$ cat src/rtl/axi_arb_pkg.sv
// Shared encodings for the AXI request arbiter: response codes, burst types,
// FSM states and a response-merging helper.
package axi_arb_pkg;

  typedef enum logic [1:0] {
    RESP_OKAY   = 2'b00,
    RESP_EXOKAY = 2'b01,
    RESP_SLVERR = 2'b10,
    RESP_DECERR = 2'b11
  } resp_e;

  typedef enum logic [1:0] {
    BURST_FIXED = 2'b00,
    BURST_INCR  = 2'b01,
    BURST_WRAP  = 2'b10
  } burst_e;

  typedef enum logic [1:0] {
    ST_IDLE      = 2'd0,
    ST_ISSUE     = 2'd1,
    ST_WAIT_RESP = 2'd2,
    ST_DONE      = 2'd3
  } state_e;

  // Read responses merge as the numerically worst code seen so far.
  function automatic logic [1:0] resp_max(input logic [1:0] a, input logic [1:0] b);
    return (a > b) ? a : b;
  endfunction

endpackage

$ cat src/rtl/rr_arbiter.sv
// Combinational round-robin pick: first asserted request at or above ptr_i,
// wrapping around; one-hot grant plus encoded index.
module rr_arbiter #(
  parameter int NREQ  = 4,
  parameter int IDX_W = 2
) (
  input  logic [NREQ-1:0]  req_i,
  input  logic [IDX_W-1:0] ptr_i,
  input  logic             en_i,
  output logic [NREQ-1:0]  grant_o,
  output logic [IDX_W-1:0] idx_o
);

  always_comb begin
    int k;
    logic [IDX_W-1:0] kk;
    logic found;
    grant_o = '0;
    idx_o   = '0;
    found   = 1'b0;
    k       = 0;
    kk      = '0;
    for (int i = 0; i < NREQ; i++) begin
      k  = (int'(ptr_i) + i) % NREQ;
      kk = IDX_W'(k);
      if (en_i && !found && req_i[kk]) begin
        grant_o[kk] = 1'b1;
        idx_o       = kk;
        found       = 1'b1;
      end
    end
  end

endmodule

$ cat src/rtl/axi_req_arbiter.sv
// Round-robin sharing of one AXI command port among NREQ requesters, one
// outstanding burst at a time, with per-requester completion pulses.
module axi_req_arbiter
  import axi_arb_pkg::*;
#(
  parameter int NREQ    = 4,
  parameter int ADDR_W  = 32,
  parameter int ID_W    = 4,
  parameter int LEN_W   = 4,
  parameter int TIMEOUT = 1024
) (
  input  logic                   clk,
  input  logic                   reset,
  input  logic [NREQ-1:0]        req_valid,
  output logic [NREQ-1:0]        req_ready,
  input  logic [NREQ-1:0]        req_write,
  input  logic [NREQ*ADDR_W-1:0] req_addr,
  input  logic [NREQ*LEN_W-1:0]  req_len,
  input  logic [NREQ*3-1:0]      req_size,
  input  logic [NREQ*2-1:0]      req_burst,
  output logic                   cmd_valid,
  input  logic                   cmd_ready,
  output logic                   cmd_write,
  output logic [ADDR_W-1:0]      cmd_addr,
  output logic [LEN_W-1:0]       cmd_len,
  output logic [2:0]             cmd_size,
  output logic [1:0]             cmd_burst,
  output logic [ID_W-1:0]        cmd_id,
  input  logic                   bvalid,
  input  logic                   bready,
  input  logic [ID_W-1:0]        bid,
  input  logic [1:0]             bresp,
  input  logic                   rvalid,
  input  logic                   rready,
  input  logic                   rlast,
  input  logic [ID_W-1:0]        rid,
  input  logic [1:0]             rresp,
  output logic [NREQ-1:0]        done,
  output logic [1:0]             done_resp,
  output logic                   timeout_err,
  output logic                   id_err,
  output logic [1:0]             dbg_state_o
);

  localparam int IDX_W  = (NREQ > 1) ? $clog2(NREQ) : 1;
  localparam int TMO_W  = $clog2(TIMEOUT) + 1;
  localparam int BEAT_W = LEN_W + 1;

  state_e              state_q;
  logic [IDX_W-1:0]    ptr_q, gnt_q;
  logic                cmd_valid_q, cmd_write_q;
  logic [ADDR_W-1:0]   cmd_addr_q;
  logic [LEN_W-1:0]    cmd_len_q;
  logic [2:0]          cmd_size_q;
  logic [1:0]          cmd_burst_q;
  logic [ID_W-1:0]     cmd_id_q;
  logic [BEAT_W-1:0]   beat_q;
  logic [TMO_W-1:0]    tmo_q;
  logic [1:0]          resp_q;
  logic                len_err_q;
  logic [NREQ-1:0]     done_q;
  logic [1:0]          done_resp_q;
  logic                timeout_err_q, id_err_q;

  logic [NREQ-1:0]     win_oh;
  logic [IDX_W-1:0]    win_idx, ptr_nx;
  logic [BEAT_W-1:0]   beat_nx, exp_beats;
  logic                w_match, r_match, id_bad, fin, overrun, tmo_hit;
  logic [1:0]          fin_resp;
  int                  sel;

  // reset gates the arbiter so req_ready stays low while reset is held
  rr_arbiter #(.NREQ(NREQ), .IDX_W(IDX_W)) u_rr (
    .req_i   (req_valid),
    .ptr_i   (ptr_q),
    .en_i    ((state_q == ST_IDLE) && !reset),
    .grant_o (win_oh),
    .idx_o   (win_idx)
  );

  always_comb begin
    sel       = int'(win_idx);
    ptr_nx    = (win_idx == IDX_W'(NREQ - 1)) ? '0 : win_idx + 1'b1;
    beat_nx   = beat_q + BEAT_W'(1);
    exp_beats = {1'b0, cmd_len_q} + BEAT_W'(1);
    w_match   = bvalid && bready && (bid == cmd_id_q);
    r_match   = rvalid && rready && (rid == cmd_id_q);
    id_bad    = cmd_write_q ? (bvalid && bready && (bid != cmd_id_q))
                            : (rvalid && rready && (rid != cmd_id_q));
    fin       = cmd_write_q ? w_match : (r_match && rlast);
    overrun   = r_match && !rlast && (beat_nx > exp_beats);
    tmo_hit   = (tmo_q == TMO_W'(TIMEOUT - 1));
    if (cmd_write_q)
      fin_resp = bresp;
    else if (len_err_q || (beat_nx != exp_beats))
      fin_resp = RESP_SLVERR;
    else
      fin_resp = resp_max(resp_q, rresp);
  end

  always_ff @(posedge clk) begin
    if (reset) begin
      state_q       <= ST_IDLE;
      ptr_q         <= '0;
      gnt_q         <= '0;
      cmd_valid_q   <= 1'b0;
      cmd_write_q   <= 1'b0;
      cmd_addr_q    <= '0;
      cmd_len_q     <= '0;
      cmd_size_q    <= '0;
      cmd_burst_q   <= '0;
      cmd_id_q      <= '0;
      beat_q        <= '0;
      tmo_q         <= '0;
      resp_q        <= '0;
      len_err_q     <= 1'b0;
      done_q        <= '0;
      done_resp_q   <= '0;
      timeout_err_q <= 1'b0;
      id_err_q      <= 1'b0;
    end else begin
      done_q        <= '0;
      done_resp_q   <= '0;
      timeout_err_q <= 1'b0;
      id_err_q      <= 1'b0;
      case (state_q)
        ST_IDLE: begin
          if (|win_oh) begin
            gnt_q       <= win_idx;
            ptr_q       <= ptr_nx;
            cmd_valid_q <= 1'b1;
            cmd_write_q <= req_write[win_idx];
            cmd_addr_q  <= req_addr[sel*ADDR_W +: ADDR_W];
            cmd_len_q   <= req_len[sel*LEN_W +: LEN_W];
            cmd_size_q  <= req_size[sel*3 +: 3];
            cmd_burst_q <= req_burst[sel*2 +: 2];
            cmd_id_q    <= ID_W'(win_idx);
            state_q     <= ST_ISSUE;
          end
        end
        ST_ISSUE: begin
          if (cmd_ready) begin
            cmd_valid_q <= 1'b0;
            beat_q      <= '0;
            tmo_q       <= '0;
            resp_q      <= RESP_OKAY;
            len_err_q   <= 1'b0;
            state_q     <= ST_WAIT_RESP;
          end
        end
        ST_WAIT_RESP: begin
          tmo_q    <= tmo_q + TMO_W'(1);
          id_err_q <= id_bad;
          if (!cmd_write_q && r_match) begin
            beat_q <= beat_nx;
            resp_q <= resp_max(resp_q, rresp);
            if (overrun) len_err_q <= 1'b1;
          end
          // completion takes priority over a timeout landing on the same cycle
          if (fin) begin
            done_q      <= NREQ'(1) << gnt_q;
            done_resp_q <= fin_resp;
            state_q     <= ST_DONE;
          end else if (tmo_hit) begin
            done_q        <= NREQ'(1) << gnt_q;
            done_resp_q   <= RESP_DECERR;
            timeout_err_q <= 1'b1;
            state_q       <= ST_DONE;
          end
        end
        ST_DONE:  state_q <= ST_IDLE;
        default:  state_q <= ST_IDLE;
      endcase
    end
  end

  assign req_ready   = win_oh;
  assign cmd_valid   = cmd_valid_q;
  assign cmd_write   = cmd_write_q;
  assign cmd_addr    = cmd_addr_q;
  assign cmd_len     = cmd_len_q;
  assign cmd_size    = cmd_size_q;
  assign cmd_burst   = cmd_burst_q;
  assign cmd_id      = cmd_id_q;
  assign done        = done_q;
  assign done_resp   = done_resp_q;
  assign timeout_err = timeout_err_q;
  assign id_err      = id_err_q;
  assign dbg_state_o = state_q;

endmodule
$ cat config.mk
export PLATFORM = sky130hd
export DESIGN_NAME = axi_req_arbiter
export DESIGN_NICKNAME = d
export VERILOG_FILES = /design/src/rtl/axi_arb_pkg.sv /design/src/rtl/rr_arbiter.sv /design/src/rtl/axi_req_arbiter.sv
export SDC_FILE = /design/constraint.sdc
export NUM_CORES = 1
export LEC_CHECK = 0
export BUFFER_PORTS_ARGS = -buffer_cell sky130_fd_sc_hd__buf_2
export CAP_MARGIN = 25
export CORE_MARGIN = 2
export CORE_UTILIZATION = 45
export DETAILED_ROUTE_END_ITERATION = 7
export HOLD_SLACK_MARGIN = 0.02
export PLACE_DENSITY = 0.84
export RECOVER_POWER = 25
export SETUP_SLACK_MARGIN = 0.15
export SLEW_MARGIN = 20
export SYNTH_ARGS = -nofsm -noshare
export SYNTH_HDL_FRONTEND = slang
export SYNTH_SLANG_ARGS = --single-unit
$ cat constraint.sdc
create_clock -name clk -period 4.7 [get_ports clk]
set_clock_uncertainty 0.05 [all_clocks]
set_input_delay 0.47 -clock clk [delete_from_list [all_inputs] [get_ports clk]]
set_output_delay 0.47 -clock clk [all_outputs]
set_load 0.005 [all_outputs]
==> results.py <==
metrics = {
    "grt": {
        "grt_max_degree": 65,
        "antenna_found_initial": 0,
        "grt_overflow": 0,
        "grt_pass1_vias": 5362,
        "grt_pass1_wl_mm": 25.4,
        "grt_use_total_pct": 24.8,
    },
    "finish": {
        "final_cell_area_um2": 6690,
        "finalNetCount": 1092,
        "syn_to_final_growth_pct": 29.5,
        "instances_no_fill": 1025,
        "post-route-util_pct": 59.1,
        "diodes": 0,
        "drive_gt1_share_pct": 29.7,
    },
    "synthesis": {
        "muxShareOfSynthArea_pct": 3.30,
        "synth.largest_area_cell": "dfxtp_1",
        "ys.flop_type": "dfxtp_1",
        "ys_top_cells_by_area": "dfxtp_1, nand2_1, a311o_1",
        "async_flop_share_pct": 0,
        "synth-simple-area-share_pct": 25.5,
        "synth-edff-count": 0,
        "syn_area_um2": 5160,
        "syn_avg_cell_area_um2": 7.76,
        "ys_types": 66,
        "synthCells": 665,
        "netlist.area_leader.share_pct": 29.5,
        "yosys_warnings": 0,
        "ys_seq_area_share_pct": 29.5,
        "yosys_register_bits": 76,
        "synth_compound_area_share_pct": 26.4,
        "synthXorXnorAreaFrac_pct": 3.05,
        "synth_adder_area_share_pct": 5.57,
        "synth_top_family_by_area": "compound AO/OA/AOI/OAI gates",
    },
    "route": {
        "vias": 5632,
        "wl_mm": 15.7,
        "antenna_left": 0,
        "wl_per_cell_um": 15.3,
        "drc": 0,
        "dr.pass1.iters": 5,
        "drt-initial-drc-count": 274,
        "viasPerCell": 5.49,
    },
    "sta": {
        "tns_ns": 0,
        "period_share_pct": 87.9,
        "worst_slack_ns": 0.571,
        "whs_ns": 0.338,
        "drv_slew": 0,
        "setup_viol": 0,
        "maxSlewHeadroom_pct": 54.3,
        "tightest_slew_ns": 0.683,
        "hold_viol": 0,
        "min_period_ns": 4.13,
        "rsz0062_at_grt": "no",
        "fmax_mhz": 242,
    },
    "worst_setup_path": {
        "slowest_stage": "mux4_2",
        "cp_data_arrival_time_ns": 4.33,
        "crit_buf_inv": 2,
        "slowest_delay_ns": 0.67,
        "crit_fanout": 49,
        "worstSetupEndpointType": "register",
        "critPathKind": "register to register",
        "critPathRequiredTime_ns": 4.90,
        "path_cells": "inv_1 > ha_1 > mux4_2 > or4b_1 > o21ai_1 > o311ai_4 > buf_4 > a211oi_1 > a311o_1 > a21oi_1",
        "crit_family": "compound AO/OA/AOI/OAI gates",
        "start_kind": "register",
    },
    "die": {
        "die_area_um2": 12300,
        "die_w_um": 111,
        "start_util_pct": 45.6,
        "coreArea_um2": 11300,
        "die_h_um": 111,
        "io_pins": 253,
        "num_rows": 39,
    },
    "power": {
        "swShare_pct": 43.0,
        "switchingPower_mw": 1.62,
        "worst_ir_drop_vdd_uv": 656,
        "clkPwrFrac_pct": 18.5,
        "p_leak_nw": 2.90,
        "pwr-share-comb_pct": 55.2,
        "p_int_mw": 2.15,
        "power_mw": 3.77,
        "seqPwrFrac_pct": 26.4,
        "powerDensity_nw_per_um2": 564,
    },
    "clock_network": {
        "clkLatencyLatePin_ns": 0.32,
        "cts_tree": "built",
        "cts-htree-levels": 3,
        "cts.path.max_buffers": 2,
        "cts_resized": 0,
        "clkTransAtPathRegs_ns": 0.06,
        "postCtsSetupRepairBufs": 0,
        "numCtsBuffers": 9,
        "clockRootBuffer": "clkbuf_16",
        "holdBufCountCts": 0,
        "cts.sinks": 76,
    },
    "placement": {
        "pre_cts_slack_ns": 0.575,
        "placed_cell_area_um2": 6410,
        "hpwlAfterDp_mm": 11.7,
        "port_buffers": 250,
        "gp_congestion": 0.929,
        "dp_cells": 1009,
    },
    "flow_run": {
        "drv_cap": 0,
    },
    "run_status": {
        "status": "completed",
    },
    "worst_hold_path": {
        "worstHoldPathType": "primary input to register",
    },
}
-- path summary, 6_finish.rpt --
| kind | startpoint | cells past startpoint | slack, ns | endpoint |
|---|---|---|---|---|
| max | ptr_q[0]$_SDFFE_PP0P_ | 10 | 0.57 | cmd_addr[2]$_SDFFE_PP0P_ |
| min | bresp[0] | 3 | 0.34 | done_resp[0]$_SDFF_PP0_ |
| max reg2reg | ptr_q[0]$_SDFFE_PP0P_ | 10 | 0.57 | cmd_addr[2]$_SDFFE_PP0P_ |
| min reg2reg | cmd_addr[0]$_SDFFE_PP0P_ | 2 | 0.40 | cmd_addr[0]$_SDFFE_PP0P_ |
-- flip-flops by register name, summed over array words and instances (netlist names), 3 cells and up --
signal and flops:
cmd_addr 32, done 4, cmd_size 3, cmd_len 4, tmo_q 11, beat_q 5
-- synthesized netlist by cell type, types with 2 or more instances --
cell type / instances
a211oi_1: 46
a21oi_1: 57
a221o_1: 2
a22oi_1: 2
a311o_1: 42
and2_1: 44
and3_1: 3
and4_1: 3
buf_2: 18
buf_4: 2
buf_6: 5
clkbuf_1: 31
dfxtp_1: 76
ha_1: 23
inv_1: 15
mux2_2: 3
mux2i_1: 8
mux4_2: 2
nand2_1: 151
nand2b_1: 7
nand3_1: 13
nand3b_1: 2
nand4_1: 2
nor2_1: 25
nor2b_1: 7
nor3_1: 8
nor3b_1: 3
o211ai_1: 2
o21a_1: 3
o21ai_0: 4
o21ai_1: 3
o22ai_1: 2
or3_1: 2
xnor2_1: 5
xor2_1: 13
-- power groups by stage --
stage,sequential [mW],clock [mW],combinational (mW)
floorplan,0.975,0,1.57
global placement,0.992,0,2.07
detailed placement,1.00,0,2.11
CTS,0.991,0.713,2.11
global route,1.02,0.741,2.32
finish,0.994,0.697,2.08
-- metal layers --
| layer | wire length, um | global-route usage (%) | vias to the layer above |
|---|---|---|---|
| met5 | 0 | 0 | - |
| met3 | 1010 | 5.52 | 30 |
| met2 | 7510 | 42.6 | 216 |
| li1 | - | - | 2802 |
| met4 | 424 | 8.81 | 0 |
| met1 | 6720 | 30.6 | 2584 |
-- placed cells by master (no fill, tap or decap), types with 3 or more instances in the layout --
| cell type | count |
|---|---|
| dfxtp_1 | 76 |
| ha_1 | 23 |
| xor2_1 | 13 |
| a211oi_1 | 46 |
| o21a_1 | 3 |
| clkbuf_16 | 9 |
| mux2_2 | 3 |
| a21oi_1 | 57 |
| clkbuf_1 | 23 |
| and3_1 | 3 |
| buf_4 | 5 |
| a311o_1 | 42 |
| nor2_1 | 25 |
| nand2b_1 | 7 |
| and2_1 | 44 |
| nor2b_1 | 7 |
| buf_2 | 228 |
| o21ai_0 | 4 |
| nand2_1 | 151 |
| o21ai_1 | 3 |
| xnor2_1 | 5 |
| nor3_1 | 8 |
| mux2i_1 | 8 |
| inv_1 | 15 |
| nand3_1 | 13 |
| nor3b_1 | 3 |
-- worst reg2reg max path, delay by kind of cell, from the launching register on --
| family | cells | cell delay, ns |
|---|---|---|
| DFF | 1 | 0.66 |
| buffers and inverters | 2 | 0.82 |
| AOI/OAI and AO/OA | 5 | 1.04 |
| and+or+nand+nor | 1 | 0.24 |
| muxes | 1 | 0.67 |
| adders and majority gates | 1 | 0.59 |
-- logic make-up after synthesis --
family	count (synthesis)
and+or+nand+nor	280
AOI/OAI and AO/OA	181
DFF	76
buffers and inverters	72
adders and majority gates	23
xor gates and xnor gates	18
muxes	14
other	1
-- final cells by class --
class	instances	area [um^2]
clock inverters	4	47.5
fillers	1090	4630
clock buffers	12	256
inverters	15	56.3
repair buffers	257	1300
flip-flops and latches	76	1520
well taps	143	179
multi-input cells	518	3330
Power figures use the tool's default switching activity.
